`config.mk`:
```
export PLATFORM = sky130hd
export DESIGN_NAME = cpu_sequencer
export DESIGN_NICKNAME = d
export VERILOG_FILES = /design/src/rtl/seq_pkg.sv /design/src/rtl/seq_perf_ctr.sv /design/src/rtl/cpu_sequencer.sv
export SDC_FILE = /design/constraint.sdc
export NUM_CORES = 1
export LEC_CHECK = 0
export ABC_AREA = 1
export CELL_PAD_IN_SITES_DETAIL_PLACEMENT = 1
export CELL_PAD_IN_SITES_GLOBAL_PLACEMENT = 1
export CORE_AREA = 2 2 67 69
export DETAILED_ROUTE_END_ITERATION = 8
export DIE_AREA = 0 0 69 71
export PLACE_DENSITY_LB_ADDON = 0.1
export RECOVER_POWER = 50
export REMOVE_ABC_BUFFERS = 1
export SYNTH_ARGS = -nofsm -noshare
export SYNTH_HDL_FRONTEND = slang
export SYNTH_SLANG_ARGS = --single-unit
```
`constraint.sdc`:
```
create_clock -name clk -period 2 [get_ports clk]
set_clock_uncertainty 0.2 [all_clocks]
set_input_delay 0.2 -clock clk [delete_from_list [all_inputs] [get_ports clk]]
set_output_delay 0.2 -clock clk [all_outputs]
set_load 0.005 [all_outputs]
```
`src/rtl/seq_pkg.sv`:
```
// Shared types and constants for the cpu_sequencer slice: phase enum, decoder
// opcode map and the data-memory latency ceiling.
`timescale 1ns/1ps
package seq_pkg;

  typedef enum logic [2:0] {
    ST_IDLE,
    ST_FETCH,
    ST_EXEC,
    ST_MEMWAIT,
    ST_WB,
    ST_DONE
  } seq_state_t;

  // Opcode encodings shared with the control decoder.
  localparam logic [2:0] OP_ADD  = 3'b000;
  localparam logic [2:0] OP_ROR  = 3'b001;
  localparam logic [2:0] OP_NAND = 3'b010;
  localparam logic [2:0] OP_LD   = 3'b011;
  localparam logic [2:0] OP_ST   = 3'b100;
  localparam logic [2:0] OP_MOV  = 3'b101;
  localparam logic [2:0] OP_BEQ  = 3'b111;

  localparam int MEM_LAT_MAX = 7;
  localparam int WAIT_W      = 3;

  // Wait-counter preload for a given read latency, clamped into 1..MEM_LAT_MAX.
  function automatic logic [WAIT_W-1:0] wait_init(input int lat);
    int l;
    l = (lat < 1) ? 1 : ((lat > MEM_LAT_MAX) ? MEM_LAT_MAX : lat);
    return WAIT_W'(l - 1);
  endfunction

endpackage

```
`src/rtl/seq_perf_ctr.sv`:
```
// Single saturating performance counter; clear takes priority over increment.
`timescale 1ns/1ps
module seq_perf_ctr #(
  parameter int W = 16
) (
  input  logic         clk,
  input  logic         rst_n,
  input  logic         clr,
  input  logic         inc,
  output logic [W-1:0] count
);

  logic [W-1:0] count_q, count_d;

  always_comb begin
    count_d = count_q;
    if (clr)                         count_d = '0;
    else if (inc && (count_q != '1)) count_d = count_q + W'(1);
  end

  always_ff @(posedge clk or negedge rst_n) begin
    if (!rst_n) count_q <= '0;
    else        count_q <= count_d;
  end

  assign count = count_q;

endmodule

```
`src/rtl/cpu_sequencer.sv`:
```
// Multi-cycle FETCH/EXEC/MEMWAIT/WB sequencer owning the PC and strobe timing.
// Define SEQ_PERF_CNT_EN to add the instr_count/cycle_count performance counters.
`timescale 1ns/1ps
module cpu_sequencer
  import seq_pkg::*;
#(
  parameter int PW      = 10,
  parameter int MEM_LAT = 1,
  parameter int CNT_W   = 16
) (
  input  logic          clk,
  input  logic          rst_n,
  input  logic          start,
  input  logic [PW-1:0] halt_pc,
  input  logic          dec_reg_write,
  input  logic          dec_mem_write,
  input  logic          dec_mem_to_reg,
  input  logic          dec_branch,
  input  logic          branch_taken,
  input  logic [PW-1:0] branch_target,
  output logic [PW-1:0] pc,
  output logic          ir_load,
  output logic          mem_re,
  output logic          mem_we,
  output logic          reg_we,
  output logic          busy,
  output logic          done
`ifdef SEQ_PERF_CNT_EN
  ,
  output logic [CNT_W-1:0] instr_count,
  output logic [CNT_W-1:0] cycle_count
`endif
);

  localparam logic [WAIT_W-1:0] WAIT_INIT = wait_init(MEM_LAT);

  seq_state_t        state_q, state_d;
  logic [PW-1:0]     pc_q, pc_d;
  logic [WAIT_W-1:0] wait_q, wait_d;

  // NOTE: every signal written here gets a default first so no path leaves it
  // unassigned; otherwise synthesis infers a latch.
  always_comb begin
    state_d = state_q;
    pc_d    = pc_q;
    wait_d  = wait_q;
    ir_load = 1'b0;
    mem_re  = 1'b0;
    mem_we  = 1'b0;
    reg_we  = 1'b0;
    unique case (state_q)
      ST_IDLE, ST_DONE: begin
        if (start) begin
          pc_d    = '0;
          state_d = ST_FETCH;
        end
      end
      ST_FETCH: begin
        ir_load = 1'b1;
        state_d = ST_EXEC;
      end
      ST_EXEC: begin
        if (dec_mem_to_reg) begin
          mem_re  = 1'b1;
          wait_d  = WAIT_INIT;
          state_d = ST_MEMWAIT;
        end else begin
          mem_we  = dec_mem_write;
          state_d = ST_WB;
        end
      end
      ST_MEMWAIT: begin
        if (wait_q == '0) state_d = ST_WB;
        else              wait_d  = wait_q - WAIT_W'(1);
      end
      ST_WB: begin
        reg_we  = dec_reg_write & ~dec_mem_write;
        pc_d    = (dec_branch & branch_taken) ? branch_target : pc_q + PW'(1);
        // Halt compares the address of the instruction just retired, not its successor.
        state_d = (pc_q == halt_pc) ? ST_DONE : ST_FETCH;
      end
      default: state_d = ST_IDLE;
    endcase
  end

  // NOTE: state registers use non-blocking assignments so every flop samples
  // the pre-edge values regardless of statement order.
  always_ff @(posedge clk or negedge rst_n) begin
    if (!rst_n) begin
      state_q <= ST_IDLE;
      pc_q    <= '0;
      wait_q  <= '0;
    end else begin
      state_q <= state_d;
      pc_q    <= pc_d;
      wait_q  <= wait_d;
    end
  end

  assign pc   = pc_q;
  assign busy = (state_q != ST_IDLE) && (state_q != ST_DONE);
  assign done = (state_q == ST_DONE);

`ifdef SEQ_PERF_CNT_EN
  logic start_acc;
  assign start_acc = start & ~busy;

  seq_perf_ctr #(.W(CNT_W)) u_instr_ctr (
    .clk   (clk),
    .rst_n (rst_n),
    .clr   (start_acc),
    .inc   (state_q == ST_WB),
    .count (instr_count)
  );

  seq_perf_ctr #(.W(CNT_W)) u_cycle_ctr (
    .clk   (clk),
    .rst_n (rst_n),
    .clr   (start_acc),
    .inc   (busy),
    .count (cycle_count)
  );
`endif

endmodule
```
======== Yosys cells after proc, flatten, opt, wreduce, memory -nomap -nowiden ========
Index checks and enable logic that the tools add are counted.
operators by class
  bitwise logic cells ..................... 3
  reductions and logical operators ........ 10
  div/mod/pow operators ................... 0
  shift operators ......................... 0
  muxes and demuxes ....................... 17
  multipliers ............................. 0
  add/sub/neg operators ................... 2
  equality and inequality tests ........... 11
  magnitude comparators ................... 0
operators with widths
  cell                                                                    count
  10-bit 2-to-1 mux                                                       2
  10-bit case mux with 2 select lines                                     1
  3-bit 2-to-1 mux                                                        6
  3-bit case mux with 5 select lines                                      1
  10-bit by 1-bit adder with 10-bit output (second input constant)        1
  10-bit equality test                                                    1
  2-bit != test (second input constant)                                   4
  3-bit by 2-bit equality test with 1-bit output (second input constant)  2
  3-bit equality test (second input constant)                             2
  3-bit logical NOT                                                       2
  1-bit 2-to-1 mux                                                        6
  3-bit case mux with 2 select lines                                      1
  2-bit AND reduction                                                     2
  2-bit nonzero test                                                      2
  3-bit by 1-bit equality test with 1-bit output (second input constant)  1
  3-bit != test (second input constant)                                   1
  3-bit AND reduction                                                     1
  3-bit nonzero test                                                      1
  3-bit by 1-bit subtractor with 3-bit output (second input constant)     1
  1-bit AND                                                               2
  2-bit OR reduction                                                      1
  1-bit logical AND                                                       1
  1-bit inverter                                                          1
storage, ports and cells
  bits in read-only memories .............. 0
  register bits ........................... 16
  memory bits (writable) .................. 0
  latch bits .............................. 0
  memories kept ........................... 0
  output and inout bits ................... 16
  logic and storage cells ................. 46
  input port bits ......................... 28

======== Longest topological paths before layout ========
  word-level depth ........................ 4
  mapped depth ............................ 9
  mapped depth without buffers ............ 9

======== Least setup slack after synthesis ========
OpenSTA, ideal clock, no wires.
  path kind ............................... register to register
  start ................................... register pc_q[0], in the netlist pc[0]
  end ..................................... register pc_q[6], in the netlist pc[6]
  data required time ...................... 1.684 ns
  data arrival time ....................... 1.201 ns
  clock period less this slack ............ 1.518 ns
  stages on the path, launching flop included .. 9
  path buffers ............................ 0
  setup slack ............................. 0.482 ns
  setup time .............................. 0.116 ns
  path through ............................ dfrtp_1 ha_1 nand3_1 nor2_1 nand2_1 xor2_1 nand2_1 nand2_1 nand2_1
on the way
  word-level cells in the longest chain between the ends .. 3
ends and longest elaborated chain
  element                                   line                 text
  from (decl)                               cpu_sequencer.sv:38  logic [PW-1:0] pc_q, pc_d;
  from (signal assigned)                    cpu_sequencer.sv:95  pc_q <= pc_d;
  10-bit by 1-bit adder with 10-bit output  cpu_sequencer.sv:78  pc_d = (dec_branch & branch_taken) ? branch_target : pc_q + PW'(1);
  10-bit 2-to-1 mux                         cpu_sequencer.sv:78
  10-bit case mux with 2 select lines       cpu_sequencer.sv:51  unique case (state_q)
Every way passes these cells.
A chain may end at the register's enable or synchronous reset.

======== Worst setup path in the final report ========
  start ................................... register state_q[1]
  end ..................................... output port mem_re
on the way
  word-level cells in the longest chain between the ends .. 2
ends and longest elaborated chain
  element                                         line                 text
  from (decl)                                     cpu_sequencer.sv:37  seq_state_t state_q, state_d;
  from (signal assigned)                          cpu_sequencer.sv:94  state_q <= state_d;
  3-bit by 2-bit equality test with 1-bit output  cpu_sequencer.sv:51
  1-bit 2-to-1 mux                                cpu_sequencer.sv:51
  to (decl)                                       cpu_sequencer.sv:23  output logic mem_re,
Every way passes these cells.

==> out/qor.yml <==
status: "completed"
htree_levels: 1
fp.dieH_um: 71
cts_tree: "built"
dpl_worst_slack_ns: 0.161
drtIter0Drc: 51
end_kind: "output pin"
critPathLaunch: "state_q[1]"
start_kind: "register"
fmax_mhz: 516
clock-sinks: 16
placementRows: 24
min_path_type: "reg -> reg"
power.density_nw_per_um2: 1110
worstSetupPathType: "reg -> out"
antenna_left: 0
grt_pass1_wl_um: 6070
rsz0062_at_grt: "true"
critPathBufInv: 3
synth_enable_flop_cells: 0
holdWs_ns: 0.269
synth_top_area_share_pct: 33.1
irDropWorstVdd_mv: 0.552
layout-drive-gt1-share_pct: 11.9
yosysMostFrequentCell: "nand2_1"
worst_pin_slew_ns: 0.947
clk_latency_ns: 0.25
grt_usage_pct: 15.2
die-area_um2: 4900
area_growth_pct: 50.7
core-area_um2: 4200
antenna_found_initial: 0
synth_warnings: 0
crit_fanout: 4
root_buffer: "clkbuf_8"
ys_ff_latch: 16
nets: 277
grt_max_degree: 17
setup_ws_ns: 0.0621
start_util_pct: 28.8
die_w_um: 69
top_level_ports: 44
grt_pass1_vias: 1334
route.detailed.drc: 0
crit_family: "buffers and inverters"
power_mw: 2.02
fin_crit_ns: 1.94
ys_types: 22
synth_top_area_cell: "dfrtp_1"
netlist_area_um2: 1210
slowest_stage: "clkdlybuf4s50_1"
finalWirelength_um: 3520
avgSynthCellArea_um2: 6.33
path_cells: "inv_2, nor3_4, nand2_2, inv_1, clkdlybuf4s50_1"
dr.pass1.iters: 4
synthCells: 191
io_buffers: 43
diodes: 0
p_leak_nw: 0.926
worstHoldStart: "wait_q[0]"
setup_viol: 0
synth_commonest_cells: "nand2_1 (61), inv_1 (30), nor2_1 (23), dfrtp_1 (16), nand3_1 (10)"
wl_per_cell_um: 11.9
synth_area_leaders: "dfrtp_1 (33%), nand2_1 (19%), inv_1 (9.3%), nor2_1 (7.1%), xor2_1 (4.3%)"
hold_viol: 0
vias: 1344
fin_tns_setup_ns: 0
numCtsBuffers: 3
critPathRequiredTime_ns: 1.60
yosysSeqAreaShare_pct: 33.1
synthFlopType: "dfrtp_1"
period_share_pct: 96.9
clk_pin_slew_ns: 0.06
crit_arrival_ns: 1.54
hpwl_um: 2790
via_per_inst: 4.54
synthArstFlopShare_pct: 100
slew_headroom_pct: 36.9
slowest_delay_ns: 0.49
drv_slew: 0
r2r_start: "pc[0]"
gr-total-overflow: 0
clock_path_buffers: 2
max-cap-violations: 0
routabilityCongestion: 0.764
nFillCells: 555
==> stage by stage <==
stage,utilization (%),std cells,instance area (um2)
after detailed placement,41.5,291,1750
after CTS,42.8,295,1800
after floorplan,-,190,1210
after global routing,43.4,296,1820
final,43.4,296,1820
after global placement,41.5,291,1750
==> metal layers <==
layer | vias up | track usage, % | wire, um
li1 | 693 | - | -
met1 | 631 | 17.9 | 1530
met2 | 18 | 28.2 | 1860
met3 | 2 | 3.42 | 113
met4 | 0 | 3.70 | 14
met5 | - | 0 | 0
==> state kept, by name (all words and copies together), names as in the netlist <==
register	flops
pc	10
state_q	3
wait_q	3
==> placed cells by master (no fill, tap or decap) <==
cell and instances:
dlymetal6s2s_1 1, nand2_2 4, nor2_4 1, nand4_1 1, buf_4 7, xor2_1 6
nand2_4 1, nand2_1 60, inv_2 6, ha_1 3, nand3_1 10, dlygate4sd2_1 2
nor3_4 1, or2_1 1, dfrtp_2 2, clkbuf_1 1, dlygate4sd3_1 1, xnor2_1 1
o21ai_1 4, nor3_1 2, o22ai_1 6, o21ai_0 8, a21oi_1 2, clkbuf_8 3
dfrtp_1 14, inv_1 30, nor2_2 2, a21oi_2 1, a21oi_4 1, clkdlybuf4s50_1 39
nor2_1 23
==> power breakdown <==
part           switching (mW)  internal (mW)  total (mW)
Combinational           0.576          0.561        1.14
Sequential              0.174          0.463       0.637
Clock                   0.108          0.133       0.242
==> final cells by class <==
class / count / area, um2 / share of cell area, %
sequential: 16 / 403 / 22.1
multi-input combinational: 138 / 692 / 38.0
clock buffer: 3 / 41.3 / 2.26
inverter: 36 / 135 / 7.41
tap: 52 / 65.1 / 3.57
timing repair buffer: 51 / 487 / 26.7
==> kinds of logic after synthesis <==
group	count (synthesis)	share of synthesized area (%)
AND/OR/NAND/NOR	106	36.9
XOR/XNOR	7	5.07
adder cells (fa/ha/maj)	3	3.10
buffers and inverters	37	11.5
flip-flops	16	33.1
AO/OA/AOI/OAI	22	10.3
==> what timing repair did <==
| action | in CTS | in global routing |
|---|---|---|
| hold buffers | 0 | 0 |
| setup buffers | 1 | 1 |
| pin swaps | 1 | 0 |
| endpoints found under the setup margin | 3 | 4 |
| hold endpoints to repair | 0 | 0 |
| resized for setup | 4 | 5 |
==> worst paths after layout <==
check | slack (ns) | cells after the start | to
worst max-delay path | 0.06 | 5 | mem_re
worst min-delay path | 0.27 | 1 | wait_q[0]
worst max register to register | 0.31 | 8 | pc[6]
worst min register to register | 0.27 | 1 | wait_q[0]
max in group asynchronous | 0.55 | 2 | state_q[2]
min in group asynchronous | 0.41 | 2 | wait_q[1]
(Power assumes the default switching activity.)
